==> config.mk <==
export PLATFORM = sky130hd
export DESIGN_NAME = cb_hdr_segmenter
export DESIGN_NICKNAME = d
export VERILOG_FILES = /design/src/rtl/cb_hdr_segmenter.sv
export SDC_FILE = /design/constraint.sdc
export NUM_CORES = 1
export LEC_CHECK = 0
export ABC_AREA = 1
export BUFFER_PORTS_ARGS = -buffer_cell sky130_fd_sc_hd__buf_2
export CAP_MARGIN = 30
export CORE_ASPECT_RATIO = 0.8
export CORE_MARGIN = 1.5
export CORE_UTILIZATION = 34
export CTS_BUF_LIST = sky130_fd_sc_hd__clkbuf_2 sky130_fd_sc_hd__clkbuf_4 sky130_fd_sc_hd__clkbuf_8
export DETAILED_ROUTE_END_ITERATION = 10
export PLACE_DENSITY = 0.62
export SLEW_MARGIN = 20
export SYNTH_ARGS = -nofsm -noshare
export SYNTH_HDL_FRONTEND = slang
export SYNTH_SLANG_ARGS = --single-unit
==> constraint.sdc <==
create_clock -name clk -period 3.75 [get_ports clk]
set_input_delay 0.1875 -clock clk [delete_from_list [all_inputs] [get_ports clk]]
set_output_delay 0.1875 -clock clk [all_outputs]
set_load 0.005 [all_outputs]
==> src/rtl/cb_hdr_segmenter.sv <==
// Splits TB descriptors into code blocks and emits one registered 64-bit CB header per block.
// Optional statistics counters: define CB_HDR_SEGMENTER_STATS_EN.
module cb_hdr_segmenter #(
  parameter int          NUM_CH   = 4,
  parameter logic [1:0]  HDR_TYPE = 2'b01,
  parameter logic [8:0]  SEQ_INIT = 9'd0,
  localparam int         CH_W     = (NUM_CH > 1) ? $clog2(NUM_CH) : 1
) (
  input  logic            clk,
  input  logic            rst,
  input  logic            s_tb_valid,
  output logic            s_tb_ready,
  input  logic [19:0]     s_tb_length_bytes,
  input  logic [7:0]      s_tb_index,
  input  logic [1:0]      s_tb_tti,
  input  logic [CH_W-1:0] s_tb_ch,
  input  logic [15:0]     s_cb_bits,
  input  logic [15:0]     s_out_bits,
  output logic            m_hdr_valid,
  input  logic            m_hdr_ready,
  output logic [63:0]     m_hdr_data,
  output logic            err_drop
`ifdef CB_HDR_SEGMENTER_STATS_EN
  ,
  output logic [31:0]     stat_cb_cnt,
  output logic [31:0]     stat_tb_cnt,
  output logic [15:0]     stat_drop_cnt
`endif
);

  localparam logic [0:0] ST_IDLE = 1'b0;
  localparam logic [0:0] ST_EMIT = 1'b1;

  logic [0:0]      state;
  logic [22:0]     rem_q;
  logic [15:0]     cb_q;
  logic [15:0]     out_q;
  logic [7:0]      idx_q;
  logic [1:0]      tti_q;
  logic [CH_W-1:0] ch_q;
  logic [8:0]      seq_cnt [NUM_CH];

  logic            xfer;
  logic            bad_desc;
  logic [22:0]     tb_bits;
  logic [22:0]     rem_nxt;
  logic [8:0]      seq_nxt;

  // Builds a header from the remaining bit count; the final block carries whatever is left.
  function automatic logic [63:0] build_hdr(input logic [22:0] rem, input logic [15:0] cb,
                                            input logic [15:0] outb, input logic [8:0] seq,
                                            input logic [7:0] idx, input logic [1:0] tti);
    logic        last;
    logic [15:0] in_len;
    last   = (rem <= {7'd0, cb});
    in_len = last ? rem[15:0] : cb;
    return {outb, in_len, 7'd0, seq, idx, 2'b00, tti, last, 1'b0, HDR_TYPE};
  endfunction

  assign s_tb_ready = !rst && (state == ST_IDLE);
  assign xfer       = m_hdr_valid && m_hdr_ready;
  assign bad_desc   = (s_tb_length_bytes == 20'd0) || (s_cb_bits == 16'd0);
  assign tb_bits    = {s_tb_length_bytes, 3'b000};
  assign rem_nxt    = rem_q - {7'd0, m_hdr_data[47:32]};
  assign seq_nxt    = seq_cnt[ch_q] + 9'd1;

  always_ff @(posedge clk) begin
    if (rst) begin
      state       <= ST_IDLE;
      m_hdr_valid <= 1'b0;
      m_hdr_data  <= '0;
      err_drop    <= 1'b0;
      rem_q       <= '0;
      cb_q        <= '0;
      out_q       <= '0;
      idx_q       <= '0;
      tti_q       <= '0;
      ch_q        <= '0;
      for (int i = 0; i < NUM_CH; i++) seq_cnt[i] <= SEQ_INIT;
    end else begin
      err_drop <= 1'b0;
      case (state)
        ST_IDLE: begin
          if (s_tb_valid) begin
            if (bad_desc) begin
              err_drop <= 1'b1;
            end else begin
              rem_q       <= tb_bits;
              cb_q        <= s_cb_bits;
              out_q       <= s_out_bits;
              idx_q       <= s_tb_index;
              tti_q       <= s_tb_tti;
              ch_q        <= s_tb_ch;
              m_hdr_data  <= build_hdr(tb_bits, s_cb_bits, s_out_bits, seq_cnt[s_tb_ch],
                                       s_tb_index, s_tb_tti);
              m_hdr_valid <= 1'b1;
              state       <= ST_EMIT;
            end
          end
        end
        default: begin
          if (xfer) begin
            seq_cnt[ch_q] <= seq_nxt;
            if (m_hdr_data[3]) begin
              m_hdr_valid <= 1'b0;
              state       <= ST_IDLE;
            end else begin
              rem_q      <= rem_nxt;
              m_hdr_data <= build_hdr(rem_nxt, cb_q, out_q, seq_nxt, idx_q, tti_q);
            end
          end
        end
      endcase
    end
  end

`ifdef CB_HDR_SEGMENTER_STATS_EN
  always_ff @(posedge clk) begin
    if (rst) begin
      stat_cb_cnt   <= '0;
      stat_tb_cnt   <= '0;
      stat_drop_cnt <= '0;
    end else begin
      if (xfer) stat_cb_cnt <= stat_cb_cnt + 32'd1;
      if (xfer && m_hdr_data[3]) stat_tb_cnt <= stat_tb_cnt + 32'd1;
      if (err_drop) stat_drop_cnt <= stat_drop_cnt + 16'd1;
    end
  end
`endif

endmodule

# Word-level counts from Yosys, hierarchy flattened
# Memories as Yosys holds them, arrays and structs flattened. A register that Yosys moved wholly into a read port is not among the register bits.
# Cells that the tools add are included.
# word_totals
register_bits	134
mem_bits_rw	36
output_inout_bits	67
wordCells	70
memories	1
# mem_list
memory	depth	width	rd	rd_clocked_by_memory_dff	write_ports	line	text
seq_cnt	4	9	2	1	4	41	logic [8:0] seq_cnt [NUM_CH];
# op_classes
add_sub_neg	2
order_cmp	2
eq_ne	4
muxes	34
n_bitwise	3
reduce_logical	13
# ops
cell	count
64-bit 2-to-1 mux	5
23-bit 2-to-1 mux	5
23-bit by 16-bit less-or-equal comparator with 1-bit output	2
16-bit 2-to-1 mux	2
23-bit by 16-bit subtractor with 23-bit output	1
20-bit zero test	1
1-bit 2-to-1 mux	18
16-bit zero test	1
9-bit by 1-bit adder with 9-bit output (second input constant)	1
9-bit 2-to-1 mux	1
9-bit OR reduction	1
4-bit AND reduction	2
2-bit 2-to-1 mux	3
2-bit inequality test (second input constant)	3
3-bit AND reduction	2
1-bit inverter	3
3-bit OR reduction	1
1-bit logical AND	2
2-bit by 1-bit inequality test with 1-bit output (second input constant)	1
2-bit nonzero test	1
1-bit zero test	1
1-bit logical OR	1

# Longest topological paths before layout
# logic_depth
ltp_word	7
depth_mapped	29
mapped_depth_nobuf	28

# Least setup slack after synthesis
# OpenSTA, ideal clock, no wires.
# synth_timing
kind	register to register
from	register rem_q[0]
to	register m_hdr_data[40]
t_arrival_ns	3.157
t_required_ns	3.628
path_slack_ns	0.471
stages_incl_launch_ff	28
n_path_buf	1
synth_period_minus_slack_ns	3.279
path_cell_list	dfxtp_1 > inv_1 > ha_1 > fa_1 > inv_1 > nand2_1 > nand2_1 > nand3_1 > nand2_2 > inv_1 > o21ai_0 > nand2_1 > nand2_1 > inv_1 > ha_1 > nand2_1 > inv_1 > o21ai_0 > nand2_1 > nor2_1 > o21ai_0 > nand2_1 > nand2_1 > nand2_2 > clkbuf_1 > nand4_1 > nand3_1 > a21oi_2
# synth_between
elab_chain_len	6
# synth_lines
element	line	text
start: declaration	35	logic [22:0] rem_q;
start signal: assignment	88	rem_q <= tb_bits;
start signal: assignment	108	rem_q <= rem_nxt;
23-bit by 16-bit subtractor with 23-bit output (*)	64	assign rem_nxt = rem_q - {7'd0, m_hdr_data[47:32]};
23-bit by 16-bit less-or-equal comparator with 1-bit output	55	last = (rem <= {7'd0, cb});
16-bit 2-to-1 mux (*)	56	in_len = last ? rem[15:0] : cb;
64-bit 2-to-1 mux (*)	104	if (m_hdr_data[3]) begin
64-bit 2-to-1 mux (*)	102	if (xfer) begin
64-bit 2-to-1 mux (*)	82	case (state)
end signal: assignment	94	m_hdr_data <= build_hdr(tb_bits, s_cb_bits, s_out_bits, seq_cnt[s_tb_ch],
end signal: assignment	109	m_hdr_data <= build_hdr(rem_nxt, cb_q, out_q, seq_nxt, idx_q, tti_q);
end: declaration	21	output logic [63:0] m_hdr_data,
# Mark *: on every way between the ends. The rest lies on a longest branch, timed or not. The select of a mux whose other input is x is not followed.
# A chain may end at the register's enable or synchronous reset.

# Final worst setup path
# layout_timing
from	register m_hdr_data[36]
to	register m_hdr_data[47]
# layout_between
elab_chain_len	6
# layout_lines
element	line
23-bit by 16-bit subtractor with 23-bit output (*)	64
23-bit by 16-bit less-or-equal comparator with 1-bit output	55
16-bit 2-to-1 mux (*)	56
64-bit 2-to-1 mux (*)	104
64-bit 2-to-1 mux (*)	102
64-bit 2-to-1 mux (*)	82
# Marked as above.

==> impl_metrics.yaml <==
status:
  run_status: "finished clean"
timing:
  min_period_over_period: 0.9339
  fmax_mhz: 285.5
  setup_violations: 0
  drv_slew: 0
  min_period_ns: 3.502
  clock_skew_ns: 0.01773
  hold_viol: 0
  finalWorstSetupSlack_ns: 0.2477
  relSlewSlack: 0.4260
  worstMarginPinSlew_ns: 0.8598
grt:
  grt_pass1_vias: 8999
  grt_start_max_net_pins: 50
  antenna_found_initial: 5
  grt_first_pass_wirelength_um: 48930
  grt-ovfl-total: 0
  globalRouteTotalUtil: 0.2133
clock_tree:
  cts_made_buffers: 17
  clk_pin_slew_ns: 0.10
  clock-sinks: 161
  worstSkewPairLatency_ns: 0.48
  cts_buffer_depth: 2
  cts_tree: "yes"
  cts_root_buf: "clkbuf_8"
  htree_num_levels: 4
critical_path:
  worstPathRequired_ns: 4.17
  arrival_ns: 3.92
  crit_fanout: 9
  crit_buf_inv: 6
  cpLargestDelayFamily: "simple AND/OR/NAND/NOR gates"
  critPathLaunchType: "register"
  cpPeakStageDelay_ns: 0.38
  crit_chain: "inv_1, ha_1, nand2_1, inv_1, nand2_1, nand3_4, a21oi_2, xor2_1, inv_1, ha_1, nand2_1, inv_1, nand3_1, nor2_2, inv_1, o21ai_0, nand2_1, nand2_1, nand2_4, buf_6, nand4_1, nand3_1, a21oi_2"
  endpoint_kind: "register"
  slowest_stage: "dfxtp_1"
  path_class: "register to register"
floorplan:
  die_x_um: 191.8
  num_rows: 55
  core_area_um2: 28150
  start_util: 0.3444
  dieArea_um2: 29540
  die_h_um: 154.0
  io_pins: 135
drt:
  ant_nets: 0
  routed_wl_um: 31650
  via_per_inst: 5.123
  vias: 9714
  wl_per_cell_um: 16.69
  drtIter0Drc: 897
  drtPass1Iterations: 5
  drc: 0
finish:
  fillers: 2951
  drive_gt1_frac: 0.1670
  syn2layout_area_growth_pct: 17.10
  nets: 1623
  fin_area_um2: 11350
power:
  combPwrFrac: 0.376
  clockPowerShare: 0.246
  p_per_area_nw_per_um2: 467.9
  p_sw_frac: 0.4079
  irDropWorstVdd_uv: 275.6
  p_int_w: 0.003145
  leakage_nw: 5.117
  p_switching_w: 0.002166
  seq_power_share: 0.377
synth:
  ys_types: 52
  async_flop_share: 0
  syn_inst: 1385
  synth_enable_flop_cells: 36
  ys_ff_latch: 161
  syn-cell-area_um2: 9694
  yosysWarnings: 0
  synth_ff_type: "dfxtp_1"
  avgSynthCellArea_um2: 6.999
  ys_seq_area_frac: 0.3696
run:
  max-cap-violations: 0
worst_hold_path:
  hold_class: "input pin to register"
placement:
  port_buffers: 123
  placed_area_um2: 10630
  finalWeightedCongestion: 0.9628
  dp_hpwl_um: 22280
  post-place-ws_ns: 0.2219
-- layout make-up --
cell class	count	area [um^2]	area share
Clock buffer	19	255.2	0.02248
Sequential cell	161	3585	0.3158
Tap cell	370	462.9	0.04078
Timing Repair Buffer	172	1047	0.09225
Antenna cell	5	12.51	0.001102
Clock inverter	13	127.6	0.01124
Multi-Input combinational cell	990	5238	0.4614
Inverter	166	624.3	0.05500
-- layout by cell type, fill, tap and decap left out, drive strengths merged, types with 6 or more instances in the layout --
cell / instances
a21oi: 142
a31oi: 33
buf: 148
clkbuf: 19
clkinv: 9
conb: 11
dfxtp: 125
dlygate4sd3: 24
edfxtp: 36
ha: 46
inv: 167
nand2: 348
nand3: 86
nand4: 32
nor2: 101
nor3: 8
o21ai: 118
o22ai: 10
or2: 8
xnor2: 6
xor2: 11
-- logic make-up after synthesis --
kind of cell,share of synthesized area
and+or+nand+nor,0.2687
AOI/OAI and AO/OA,0.1812
buffers and inverters,0.1033
DFF,0.3696
adders and majority gates,0.06144
xor gates and xnor gates,0.01536
other,0.0003868
-- sequential cells by signal (all words and copies together), names as in the netlist, named ones only --
register,cells
rem_q,23
m_hdr_valid,1
out_q,16
tti_q,2
cb_q,16
err_drop,1
seq_cnt,36
idx_q,8
ch_q,2
state,1
m_hdr_data,53
-- synth_stat cells (all sizes together), types with 3 or more instances --
cell type	number	share of area
nand2	348	0.14
inv	163	0.063
a21oi	142	0.077
dfxtp	125	0.26
o21ai	118	0.061
nor2	101	0.045
nand3	84	0.047
clkbuf	46	0.018
ha	46	0.059
edfxtp	36	0.11
buf	34	0.021
a31oi	33	0.021
nand4	32	0.021
xor2	11	0.0099
o22ai	10	0.0071
nor3	8	0.0046
or2	8	0.0052
xnor2	6	0.0054
nor4	5	0.0032
o211ai	5	0.0039
a211oi	3	0.0023
clkinv	3	0.0013
nand3b	3	0.0023
-- worst paths after layout --
kind | startpoint | endpoint | slack, ns | depth (start not counted)
worst max-delay path | m_hdr_data[36] | m_hdr_data[47] | 0.25 | 23
worst min-delay path | s_cb_bits[7] | cb_q[7] | 0.009 | 3
worst max register to register | m_hdr_data[36] | m_hdr_data[47] | 0.25 | 23
worst min register to register | idx_q[1] | idx_q[1] | 0.46 | 2
-- worst reg2reg max path, cell delays in order, from the launching register on --
cell and delay (ns):
dfxtp_1 0.38, inv_1 0.06, ha_1 0.35, nand2_1 0.14
inv_1 0.05, nand2_1 0.12, nand3_4 0.13, a21oi_2 0.19
xor2_1 0.31, inv_1 0.11, ha_1 0.31, nand2_1 0.05
inv_1 0.06, nand3_1 0.08, nor2_2 0.11, inv_1 0.04
o21ai_0 0.16, nand2_1 0.07, nand2_1 0.10, nand2_4 0.10
buf_6 0.16, nand4_1 0.11, nand3_1 0.12, a21oi_2 0.15
-- through the flow --
| stage | cells | TNS (ns) | hold slack, ns | power [W] | utilization |
|---|---|---|---|---|---|
| global route | 1894 | -0.003180 | 0.006888 | 0.005646 | 0.4032 |
| global placement | 1832 | 0 | 0.4475 | 0.003911 | 0.3778 |
| detailed placement | 1832 | 0 | 0.4521 | 0.003923 | 0.3778 |
| floorplan | 1395 | 0 | 0.3484 | 0.003359 | - |
| finish | 1896 | 0 | 0.009134 | 0.005312 | 0.4033 |
| CTS | 1888 | 0 | 0.0001359 | 0.005246 | 0.3999 |
-- power by group through the flow --
stage | sequential [W] | combinational (W) | clock, W
after floorplan | 0.00202 | 0.00134 | 0
after global placement | 0.00204 | 0.00187 | 0
after detailed placement | 0.00204 | 0.00188 | 0
after CTS | 0.00200 | 0.00192 | 0.00133
after global routing | 0.00202 | 0.00223 | 0.00139
final | 0.00200 | 0.00200 | 0.00131
-- routing by layer --
layer	share of wire	vias to the layer above	global-route usage
met1	0.45	4463	0.2990
li1	-	4829	-
met2	0.44	384	0.3261
met4	0.017	0	0.06064
met3	0.086	38	0.04771
met5	0	-	0
-- what timing repair did --
item | in CTS | in global routing
endpoints found under the setup margin | 0 | 17
hold buffers | 24 | 0
resized for setup | 0 | 17
buffers inserted | 0 | 1
endpoints found under the hold margin | 44 | 0
Power figures use the tool's default switching activity.
